File: src/rtl/tc2sm_conv_if.sv
// Stream bundle for tc2sm_conv: a two's-complement input channel and a
// sign-magnitude output channel with a saturation sideband.
// Handshake: a word moves on a rising edge when valid and ready are both 1.
// A source holds data stable while valid=1 and ready=0. valid never waits on
// ready.
interface tc2sm_conv_if #(
    parameter int WIDTH = 8
);
    logic [WIDTH-1:0] data_in;
    logic             in_valid;
    logic             in_ready;
    logic [WIDTH-1:0] data_out;
    logic             sat_out;
    logic             out_valid;
    logic             out_ready;

    modport master (
        output data_in, in_valid, out_ready,
        input  in_ready, data_out, sat_out, out_valid
    );

    modport slave (
        input  data_in, in_valid, out_ready,
        output in_ready, data_out, sat_out, out_valid
    );
endinterface

File: src/rtl/tc2sm_conv.sv
// Two's-complement to sign-magnitude converter with a 2-entry output FIFO.
// Optional saturation counter enabled by macro TC2SM_SATCNT_EN.
module tc2sm_conv #(
    parameter int WIDTH = 8
) (
    input  logic               clk,
    input  logic               rst_n,
    tc2sm_conv_if.slave        bus,
    input  logic               clear,
    output logic [7:0]         sat_count,
    output logic [1:0]         state_dbg
);
    typedef enum logic [1:0] {
        EMPTY = 2'd0,
        ONE   = 2'd1,
        FULL  = 2'd2
    } state_t;

    state_t           state;
    state_t           state_next;
    logic             armed;
    logic [WIDTH-1:0] mem_data [2];
    logic             mem_sat  [2];
    logic             wr_ptr;
    logic             rd_ptr;
    logic             push;
    logic             pop;
    logic [WIDTH-2:0] neg_mag;
    logic [WIDTH-1:0] conv_data;
    logic             conv_sat;

    // Low bits of the negation depend only on the low input bits.
    assign neg_mag = ~bus.data_in[WIDTH-2:0] + {{(WIDTH-2){1'b0}}, 1'b1};

    always_comb begin
        conv_data = bus.data_in;
        conv_sat  = 1'b0;
        if (bus.data_in[WIDTH-1]) begin
            if (bus.data_in[WIDTH-2:0] == '0) begin
                conv_data = '1;
                conv_sat  = 1'b1;
            end else begin
                conv_data = {1'b1, neg_mag};
            end
        end
    end

    assign push = bus.in_valid && armed && (state != FULL);
    assign pop  = bus.out_ready && (state != EMPTY);

    always_ff @(posedge clk or negedge rst_n) begin
        if (!rst_n) begin
            state <= EMPTY;
            armed <= 1'b0;
        end else begin
            state <= state_next;
            armed <= 1'b1;
        end
    end

    always_comb begin
        state_next    = state;
        bus.in_ready  = armed && (state != FULL);
        bus.out_valid = (state != EMPTY);
        case (state)
            EMPTY:   if (push) state_next = ONE;
            ONE: begin
                if (push && !pop)      state_next = FULL;
                else if (pop && !push) state_next = EMPTY;
            end
            FULL:    if (pop) state_next = ONE;
            default: state_next = EMPTY;
        endcase
    end

    always_ff @(posedge clk or negedge rst_n) begin
        if (!rst_n) begin
            wr_ptr <= 1'b0;
            rd_ptr <= 1'b0;
            for (int i = 0; i < 2; i++) begin
                mem_data[i] <= '0;
                mem_sat[i]  <= 1'b0;
            end
        end else begin
            if (push) begin
                mem_data[wr_ptr] <= conv_data;
                mem_sat[wr_ptr]  <= conv_sat;
                wr_ptr           <= ~wr_ptr;
            end
            if (pop) begin
                rd_ptr <= ~rd_ptr;
            end
        end
    end

    assign bus.data_out = mem_data[rd_ptr];
    assign bus.sat_out  = mem_sat[rd_ptr];
    assign state_dbg    = state;

`ifdef TC2SM_SATCNT_EN
    logic [7:0] sat_cnt;

    // Clear takes priority; the count sticks at its maximum.
    always_ff @(posedge clk or negedge rst_n) begin
        if (!rst_n) begin
            sat_cnt <= 8'd0;
        end else if (clear) begin
            sat_cnt <= 8'd0;
        end else if (pop && bus.sat_out && (sat_cnt != 8'hFF)) begin
            sat_cnt <= sat_cnt + 8'd1;
        end
    end

    assign sat_count = sat_cnt;
`else
    logic unused_clear;

    assign unused_clear = clear;
    assign sat_count    = 8'd0;
`endif
endmodule
File: src/flat_wrapper.sv
// flat-port wrapper written by rule: the top's interface ports become plain ports
module tc2sm_conv_flat 
#(
    parameter int WIDTH = 8
)
  (clk, rst_n, clear, sat_count, state_dbg, bus_data_in, bus_in_valid, bus_out_ready, bus_in_ready, bus_data_out, bus_sat_out, bus_out_valid);
  tc2sm_conv_if #(.WIDTH(WIDTH)) bus_i ();
  input  logic clk;
  input  logic rst_n;
  input  logic clear;
  output logic [7:0] sat_count;
  output logic [1:0] state_dbg;
  input wire logic [$bits(bus_i.data_in)-1:0] bus_data_in;
  input wire logic [$bits(bus_i.in_valid)-1:0] bus_in_valid;
  input wire logic [$bits(bus_i.out_ready)-1:0] bus_out_ready;
  output wire logic [$bits(bus_i.in_ready)-1:0] bus_in_ready;
  output wire logic [$bits(bus_i.data_out)-1:0] bus_data_out;
  output wire logic [$bits(bus_i.sat_out)-1:0] bus_sat_out;
  output wire logic [$bits(bus_i.out_valid)-1:0] bus_out_valid;
  assign bus_i.data_in = bus_data_in;
  assign bus_i.in_valid = bus_in_valid;
  assign bus_i.out_ready = bus_out_ready;
  assign bus_in_ready = bus_i.in_ready;
  assign bus_data_out = bus_i.data_out;
  assign bus_sat_out = bus_i.sat_out;
  assign bus_out_valid = bus_i.out_valid;
  tc2sm_conv #(.WIDTH(WIDTH)) u_core (.clk(clk), .rst_n(rst_n), .bus(bus_i), .clear(clear), .sat_count(sat_count), .state_dbg(state_dbg));
endmodule
File: config.mk
export PLATFORM = sky130hd
export DESIGN_NAME = tc2sm_conv_flat
export DESIGN_NICKNAME = d
export VERILOG_FILES = /design/src/rtl/tc2sm_conv_if.sv /design/src/rtl/tc2sm_conv.sv /design/src/flat_wrapper.sv
export SDC_FILE = /design/constraint.sdc
export NUM_CORES = 1
export LEC_CHECK = 0
export ABC_CLOCK_PERIOD_IN_PS = 2100
export CAP_MARGIN = 40
export CORE_UTILIZATION = 47
export CTS_CLUSTER_SIZE = 25
export DETAILED_ROUTE_END_ITERATION = 12
export PLACE_DENSITY = 0.84
export SLEW_MARGIN = 20
export SYNTH_ARGS = -nofsm -noshare
export SYNTH_HDL_FRONTEND = slang
export SYNTH_SLANG_ARGS = --single-unit
File: constraint.sdc
create_clock -name clk -period 2.1 [get_ports clk]
set_clock_uncertainty 0.1 [all_clocks]
set_input_delay 0.21 -clock clk [delete_from_list [all_inputs] [get_ports clk]]
set_output_delay 0.21 -clock clk [all_outputs]
set_load 0.005 [all_outputs]
==> results.json, run 1 <==
{
  "status": "finished with violations",
  "violations": "DRC",
  "power_mw": 1.481,
  "pin_count": 34,
  "rsz0062_at_grt": "no",
  "synth_cells": 120,
  "use_met2": 0.3101,
  "cts_tree": "built",
  "use_met3": 0.02586,
  "synth_most_common_cell": "dfrtp_1",
  "yosys.area.top_type_share": 0.4680,
  "synth.distinct_cells": 33,
  "synth_area_leaders": "dfrtp_1, mux2_2, buf_4",
  "dpl.cell_count": 175,
  "drt_first_pass_iters": 8,
  "crit_type": "register to primary output",
  "grt_antenna_before_repair": 0,
  "ys_seq_area_frac": 0.4680,
  "yosys_warnings": 0,
  "powerDensity_mw_per_mm2": 964.2,
  "wl_per_cell_um": 12.51,
  "finalWeightedCongestion": 0.7540,
  "max_freq_mhz": 503.5,
  "clk_pin_slew_ps": 120,
  "antenna_cells": 0,
  "ys_async_sr_fraction": 1.000,
  "start_kind": "register",
  "viasPerCell": 5.168,
  "peakVddDrop_uv": 615.0,
  "drt_iter0_drc": 12,
  "via_count": 925,
  "crit_fanout": 10,
  "cts_buffers": 3,
  "cts_root_buf": "clkbuf_4",
  "grt_pass1_vias": 828,
  "drtAntennaViolNets": 0,
  "setup_viol": 0,
  "synth_edf_count": 0,
  "min_period_ps": 1986,
  "rows": 18,
  "grt_pass1_wl_um": 3663,
  "leakagePower_nw": 0.6821,
  "grt_start_max_net_pins": 24,
  "fin_crit_sh": 0.9457,
  "busiest_layer": "met2",
  "ys_ff_latch": 23,
  "clock_latency_ps": 300,
  "clock-sinks": 23,
  "ys.flop_type": "dfrtp_1",
  "synth_top_cell_by_area": "dfrtp_1",
  "post_cts_buffers": 0,
  "hold_class": "input pin to async pin",
  "htree_levels": 1,
  "crit_arrival_ps": 1680,
  "synth_common_cells": "dfrtp_1, mux2_2, nand2_1",
  "num-fill-cells": 216,
  "netlist_area_mm2": 0.001230,
  "place_hpwl_um": 1657,
  "rrSetupSlack_ps": 550,
  "wl_um": 2239,
  "finalHoldViolations": 0,
  "drive_above_1_share": 0.2282,
  "initial_utilization": 0.4965,
  "worstRegToRegCells": 4,
  "max_cap_viol_count": 0,
  "num-nets-final": 164,
  "die_x_um": 53.16,
  "avgSynthCellArea_um2": 10.25,
  "maxSlewViolCount": 0,
  "core_area_mm2": 0.002477,
  "final_cells": 179,
  "grtUsageTotal": 0.1810,
  "drcViolationCount": 2,
  "die-area_mm2": 0.002825,
  "fp.dieH_um": 53.16,
  "clk_path_buf_depth": 2,
  "groute.layer.met1.usage": 0.2347,
  "crit_path_end_kind": "primary output",
  "overflow": 0,
  "port_buffers": 24,
  "required_ps": 1790,
  "finalCoreUtilization": 0.6202,
  "syn2layout_area_growth_pct": 24.92
}
worst max-delay path, stage by stage (launching register included):
cell and delay (ps):
dfrtp_2 560, mux2_2 380, clkdlybuf4s50_1 450
final cells by class:
type                            count  area (um2)  share of cell area
Clock inverter                      1       5.005            0.003257
Inverter                            3       11.26            0.007329
Sequential cell                    23       576.8              0.3754
Clock buffer                        3       22.52             0.01466
Tap cell                           30       37.54             0.02443
Timing Repair Buffer               30       285.3              0.1857
Multi-Input combinational cell     89       598.1              0.3893
metal layers:
metal / vias up / routed length, um
met4: 0 / 14
met5: - / 0
met1: 455 / 1069
li1: 454 / -
met2: 14 / 1099
met3: 2 / 55
timing repair:
item                       in CTS  in global routing
pin swaps                       0                  0
gates resized for setup         1                  1
hold buffers                    0                  0
setup endpoints to repair       9                  2
report_power, final:
group	total, mW	switching, mW	internal [mW]
Combinational	0.588	0.187	0.401
Sequential	0.697	0.113	0.584
Clock	0.197	0.126	0.0708
sequential cells by signal, indices dropped and copies added (netlist names):
| register | cells |
|---|---|
| u_core.mem_sat | 2 |
| u_core.mem_data | 16 |
| u_core.wr_ptr | 1 |
| u_core.state_dbg | 2 |
| u_core.armed | 1 |
| u_core.rd_ptr | 1 |
cell families after synthesis:
family,after synthesis,synth area share
AND/OR/NAND/NOR,36,0.1587
flip-flops,23,0.4680
AO/OA/AOI/OAI,22,0.1027
multiplexers,17,0.1546
buffers and inverters,15,0.07121
XOR/XNOR,4,0.02849
other,2,0.006106
adder cells (fa/ha/maj),1,0.01017
metrics by stage:
stage / area, um2 / setup TNS (ps) / setup slack [ps] / hold slack [ps]
floorplan: 1256 / 0 / 531.1 / -185.6
global placement: 1503 / -117.3 / -36.94 / 355.0
detailed placement: 1503 / -350.2 / -122.6 / 363.1
CTS: 1531 / 0 / 100.5 / 156.3
global route: 1536 / 0 / 46.68 / 166.8
finish: 1536 / 0 / 113.9 / 149.1
worst paths after layout:
check / from / endpoint
hold reg to reg: u_core.mem_data[2] / u_core.mem_data[2]
min in group clk: u_core.mem_data[2] / u_core.mem_data[2]
hold / removal: rst_n / u_core.mem_sat[1]
setup reg to reg: u_core.state_dbg[1] / u_core.mem_data[9]
max in group asynchronous: rst_n / u_core.rd_ptr
setup / recovery: u_core.rd_ptr / bus_data_out[0]
placed cells by master, fill, tap and decap left out, drive strengths merged, types with 2 or more instances in the layout:
cell type      count
clkdlybuf4s50     24
dfrtp             23
mux2              16
nand2             16
o21ai             12
conb               9
buf                6
a21oi              5
nor2               5
inv                3
xnor2              3
clkbuf             3
nand2b             2
nor2b              2
or3                2
a31oi              2
(Power assumes the default switching activity.)
==> run 2, diff against run 1 <==
--- a/config.mk
+++ b/config.mk
@@ -7,8 +7,9 @@
 export LEC_CHECK = 0
 export ABC_CLOCK_PERIOD_IN_PS = 2100
 export CAP_MARGIN = 40
+export CORE_ASPECT_RATIO = 1.1
 export CORE_UTILIZATION = 47
-export CTS_CLUSTER_SIZE = 25
+export CTS_CLUSTER_SIZE = 14
 export DETAILED_ROUTE_END_ITERATION = 12
 export PLACE_DENSITY = 0.84
 export SLEW_MARGIN = 20
==> results.json, run 2 (same netlist as run 1, synthesis figures left out) <==
{
  "cts_tree": "built",
  "rows": 19,
  "syn2layout_area_growth_pct": 25.23,
  "final_cells": 181,
  "placed_area_mm2": 0.001511,
  "drt_iter0_drc": 15,
  "clock_latency_ps": 320,
  "fp.dieH_um": 55.65,
  "crit_arrival_ps": 1670,
  "grt_antenna_before_repair": 0,
  "place_hpwl_um": 1702,
  "clk_path_buf_depth": 2,
  "post_cts_buffers": 0,
  "clk_pin_slew_ps": 130,
  "finalHoldViolations": 0,
  "required_ps": 1790,
  "rsz0062_at_grt": "no",
  "mostFrequentLayoutCells": "clkdlybuf4s50_1, dfrtp_1, mux2_2",
  "htree_levels": 1,
  "peakVddDrop_uv": 960.8,
  "cp-endpoint": "bus_data_out[3]",
  "hold_class": "input pin to async pin",
  "holdBufCountCts": 0,
  "drt_first_pass_iters": 4,
  "antenna_cells": 0,
  "clock-sinks": 23,
  "viasPerCell": 4.945,
  "rrSetupSlack_ps": 530,
  "overflow": 0,
  "setup_viol": 0,
  "die_x_um": 50.78,
  "maxSlewViolCount": 0,
  "max_freq_mhz": 504.5,
  "cts_root_buf": "clkbuf_4",
  "max_cap_viol_count": 0,
  "core_area_mm2": 0.002496,
  "initial_utilization": 0.4927,
  "pin_count": 34,
  "largest_reg_flops": 16,
  "dpl.cell_count": 177,
  "r2r-start": "u_core.state_dbg[1]",
  "via_count": 895,
  "crit_type": "register to primary output",
  "drtAntennaViolNets": 0,
  "grt_start_max_net_pins": 24,
  "hold_slack_ps": 123.9,
  "finalWeightedCongestion": 0.8183,
  "worstRegToRegCells": 4,
  "crit_path_end_kind": "primary output",
  "design_area_mm2": 0.001540,
  "grt_pass1_vias": 925,
  "min_period_ps": 1982,
  "status": "finished clean",
  "grt_pass1_wl_um": 4002,
  "ctsResizeCount": 1,
  "leakagePower_nw": 0.6854,
  "critPathLaunch": "u_core.rd_ptr",
  "num-nets-final": 165,
  "crit_fanout": 10,
  "port_buffers": 24,
  "grtUsageTotal": 0.1851,
  "layout_commonest_cell": "clkdlybuf4s50_1",
  "drcViolationCount": 0,
  "wl_per_cell_um": 12.13,
  "fin_crit_sh": 0.9439,
  "powerDensity_mw_per_mm2": 961.8,
  "die-area_mm2": 0.002826,
  "start_kind": "register",
  "finalSetupTns_ps": 0,
  "drive_above_1_share": 0.2267,
  "r2r-end": "u_core.mem_data[15]",
  "wl_um": 2195,
  "cts_buffers": 3,
  "largest-register": "u_core.mem_data"
}
==> run 2: cell types whose count changed in the layout (fill, tap and decap cells not counted), sizes merged <==
cell / before / now
buf: 6 / 7
==> run 2: cell type report <==
cell class / instances / area [um2]
Inverter: 3 / 11.26
Sequential cell: 23 / 576.8
Clock inverter: 1 / 5.005
Multi-Input combinational cell: 89 / 593.1
Timing Repair Buffer: 31 / 292.8
Tap cell: 31 / 38.79
Clock buffer: 3 / 22.52
Fill cell: 201 / 955.9
==> run 2: power breakdown <==
group	switching (mW)	internal (mW)
clock network	0.130	0.0712
logic	0.184	0.401
registers	0.111	0.584
total	0.425	1.06
==> run 2: worst min-delay path by stage <==
| stage | from | end | slack [ps] | cells after the start |
|---|---|---|---|---|
| 2_1_floorplan | rst_n | u_core.armed | -190 | 0 |
| 3_3_place_gp | u_core.mem_data[2] | u_core.mem_data[2] | 360 | 1 |
| 3_5_place_dp | u_core.mem_data[7] | u_core.mem_data[7] | 360 | 2 |
| 4_1_cts | rst_n | u_core.mem_data[14] | 140 | 2 |
| 5_1_grt | rst_n | u_core.mem_data[14] | 180 | 2 |
| 6_report | rst_n | u_core.mem_data[11] | 120 | 2 |
==> run 2: metal layers <==
layer	GRT usage	vias up	routed length, um
li1	-	454	-
met1	0.2295	422	955
met2	0.3238	17	1137
met3	0.03279	2	85
met4	0.05556	0	17
met5	0	-	0
==> run 2: per-stage QoR <==
stage / util / worst slack, ps / total power [mW]
global placement: 0.6055 / 113.6 / 1.270
global route: 0.6170 / 45.46 / 1.588
floorplan: - / 531.1 / 0.9916
detailed placement: 0.6055 / 83.86 / 1.294
finish: 0.6170 / 117.7 / 1.481
CTS: 0.6170 / 103.7 / 1.497
==> run 2: critical path: stages, from the launching register on <==
cell             delay, ps
dfrtp_2                540
mux2_2                 370
clkdlybuf4s50_1        450
==> run 3, diff against run 2 <==
--- a/config.mk
+++ b/config.mk
@@ -5,12 +5,13 @@
 export SDC_FILE = /design/constraint.sdc
 export NUM_CORES = 1
 export LEC_CHECK = 0
-export ABC_CLOCK_PERIOD_IN_PS = 2100
+export ABC_CLOCK_PERIOD_IN_PS = 1900
 export CAP_MARGIN = 40
 export CORE_ASPECT_RATIO = 1.1
 export CORE_UTILIZATION = 47
 export CTS_CLUSTER_SIZE = 14
 export DETAILED_ROUTE_END_ITERATION = 12
+export GPL_ROUTABILITY_DRIVEN = 0
 export PLACE_DENSITY = 0.84
 export SLEW_MARGIN = 20
 export SYNTH_ARGS = -nofsm -noshare
==> constraint.sdc (replaced) <==
create_clock -name clk -period 1.9 [get_ports clk]
set_clock_uncertainty 0.1 [all_clocks]
set_input_delay 0.19 -clock clk [delete_from_list [all_inputs] [get_ports clk]]
set_output_delay 0.19 -clock clk [all_outputs]
set_load 0.005 [all_outputs]
==> results.json, run 3 (same netlist as run 1, synthesis figures left out) <==
{
  "status": "finished clean",
  "p_clk_frac": 0.131,
  "cts_tree": "built",
  "die-area_mm2": 0.002826,
  "clock-sinks": 23,
  "grt_antenna_before_repair": 0,
  "core_area_mm2": 0.002496,
  "design_area_mm2": 0.001619,
  "place_hpwl_um": 1890,
  "critPathLaunch": "u_core.state_dbg[0]",
  "layout_commonest_cell": "dfrtp_1",
  "drcViolationCount": 0,
  "finalHoldViolations": 0,
  "pin_count": 34,
  "port_buffers": 24,
  "drive_above_1_share": 0.2675,
  "die_x_um": 50.78,
  "crit_slowest_cell": "dfrtp_2",
  "cts_buffers": 3,
  "multi_input_area_um2": 600.6,
  "cp.depth": 2,
  "clk_pin_slew_ps": 120,
  "powerDensity_mw_per_mm2": 1046,
  "hold_class": "input pin to async pin",
  "viasPerCell": 5.122,
  "start_kind": "register",
  "grt_start_max_net_pins": 24,
  "max_stage_delay_ps": 460,
  "rows": 19,
  "seqCellArea_um2": 578.1,
  "largest_reg_flops": 16,
  "internal-power_mw": 1.201,
  "clk_path_buf_depth": 2,
  "overflow": 0,
  "required_ps": 1610,
  "grt_pass1_vias": 950,
  "r2r-start": "u_core.state_dbg[0]",
  "maxSlewViolCount": 0,
  "fin_crit_sh": 0.9551,
  "via_count": 963,
  "cts_root_buf": "clkbuf_4",
  "crit_path_end_kind": "primary output",
  "placed_area_mm2": 0.001534,
  "combPwrFrac": 0.436,
  "max_cap_viol_count": 0,
  "htree_levels": 1,
  "hold_slack_ps": 123.8,
  "grtUsageTotal": 0.1941,
  "holdBufCountCts": 0,
  "p_switching_mw": 0.4924,
  "max_freq_mhz": 551.0,
  "cpLargestDelayFamily": "flip-flops",
  "drt_iter0_drc": 18,
  "grt_pass1_wl_um": 4153,
  "swShare": 0.2907,
  "setup_viol": 0,
  "syn2layout_area_growth_pct": 31.64,
  "fp.dieH_um": 55.65,
  "rsz0062_at_grt": "no",
  "num-nets-final": 172,
  "finalCoreUtilization": 0.6486,
  "clock_latency_ps": 300,
  "wl_um": 2545,
  "path_cells": "or2_2 -> clkdlybuf4s50_1",
  "peakVddDrop_uv": 908.3,
  "path_buf_inv": 1,
  "num-fill-cells": 212,
  "largest-register": "u_core.mem_data",
  "finalSetupTns_ps": 0,
  "wl_per_cell_um": 13.54,
  "drt_first_pass_iters": 4,
  "crit_fanout": 6,
  "crit_type": "register to primary output",
  "worstRegToRegCells": 4,
  "p_seq_frac": 0.433,
  "mostFrequentLayoutCells": "dfrtp_1, mux2_2, nand2_1, clkdlybuf4s50_1, buf_4",
  "min_period_ps": 1815,
  "antenna_cells": 0,
  "drtAntennaViolNets": 0,
  "initial_utilization": 0.4927,
  "crit_arrival_ps": 1520,
  "leakagePower_nw": 0.7946
}
-- run 3: cell count changes in the layout (fill, tap and decap cells not counted), sizes merged --
cell / delta
clkdlybuf4s50: -9
buf: +7
dlymetal6s2s: +6
dlygate4sd2: +3
clkbuf: +1
clkinv: -1
-- run 3: metrics by stage --
| step | power [mW] | setup slack, ps | std cells |
|---|---|---|---|
| CTS | 1.679 | -4.942 | 186 |
| global route | 1.810 | 26.55 | 188 |
| finish | 1.694 | 85.26 | 188 |
| detailed placement | 1.438 | -168.5 | 180 |
| floorplan | 1.096 | 351.1 | 127 |
| global placement | 1.407 | -78.93 | 180 |
-- run 3: layout make-up --
class | instances | area share
Clock buffer | 4 | 0.01623
Inverter | 3 | 0.006955
Timing Repair Buffer | 38 | 0.2249
Multi-Input combinational cell | 89 | 0.3709
Tap cell | 31 | 0.02396
Sequential cell | 23 | 0.3570
-- run 3: worst paths after layout --
path	endpoint	slack (ps)
min in group clk	u_core.mem_sat[1]	390
max in group asynchronous	u_core.state_dbg[0]	1320
hold / removal	u_core.mem_data[13]	120
setup reg to reg	u_core.mem_data[1]	270
setup / recovery	bus_out_valid	90
hold reg to reg	u_core.mem_sat[1]	390
-- run 3: power by group through the flow --
stage	Sequential, mW	Clock (mW)	Combinational, mW
global route	0.752	0.248	0.809
finish	0.734	0.221	0.739
floorplan	0.709	0	0.387
CTS	0.729	0.225	0.724
global placement	0.763	0	0.644
detailed placement	0.780	0	0.658
-- run 3: per-layer routing --
| metal | GRT usage | wire length [um] | up-vias |
|---|---|---|---|
| li1 | - | - | 470 |
| met1 | 0.2345 | 1089 | 468 |
| met2 | 0.3657 | 1384 | 23 |
| met3 | 0.02459 | 62 | 2 |
| met4 | 0.03175 | 8 | 0 |
| met5 | 0 | 0 | - |
-- run 3: what timing repair did --
item | 4_1_cts | 5_1_grt
endpoints found under the hold margin | 0 | 0
buffers inserted | 2 | 2
gates resized for setup | 5 | 10
endpoints found under the setup margin | 9 | 7
-- run 3: worst register-to-register path, delay by kind of cell, from the launching register on --
kind,cells,cell delay [ps]
buffers and inverters,1,320
and+or+nand+nor,2,510
AOI/OAI and AO/OA,1,190
DFF,1,430
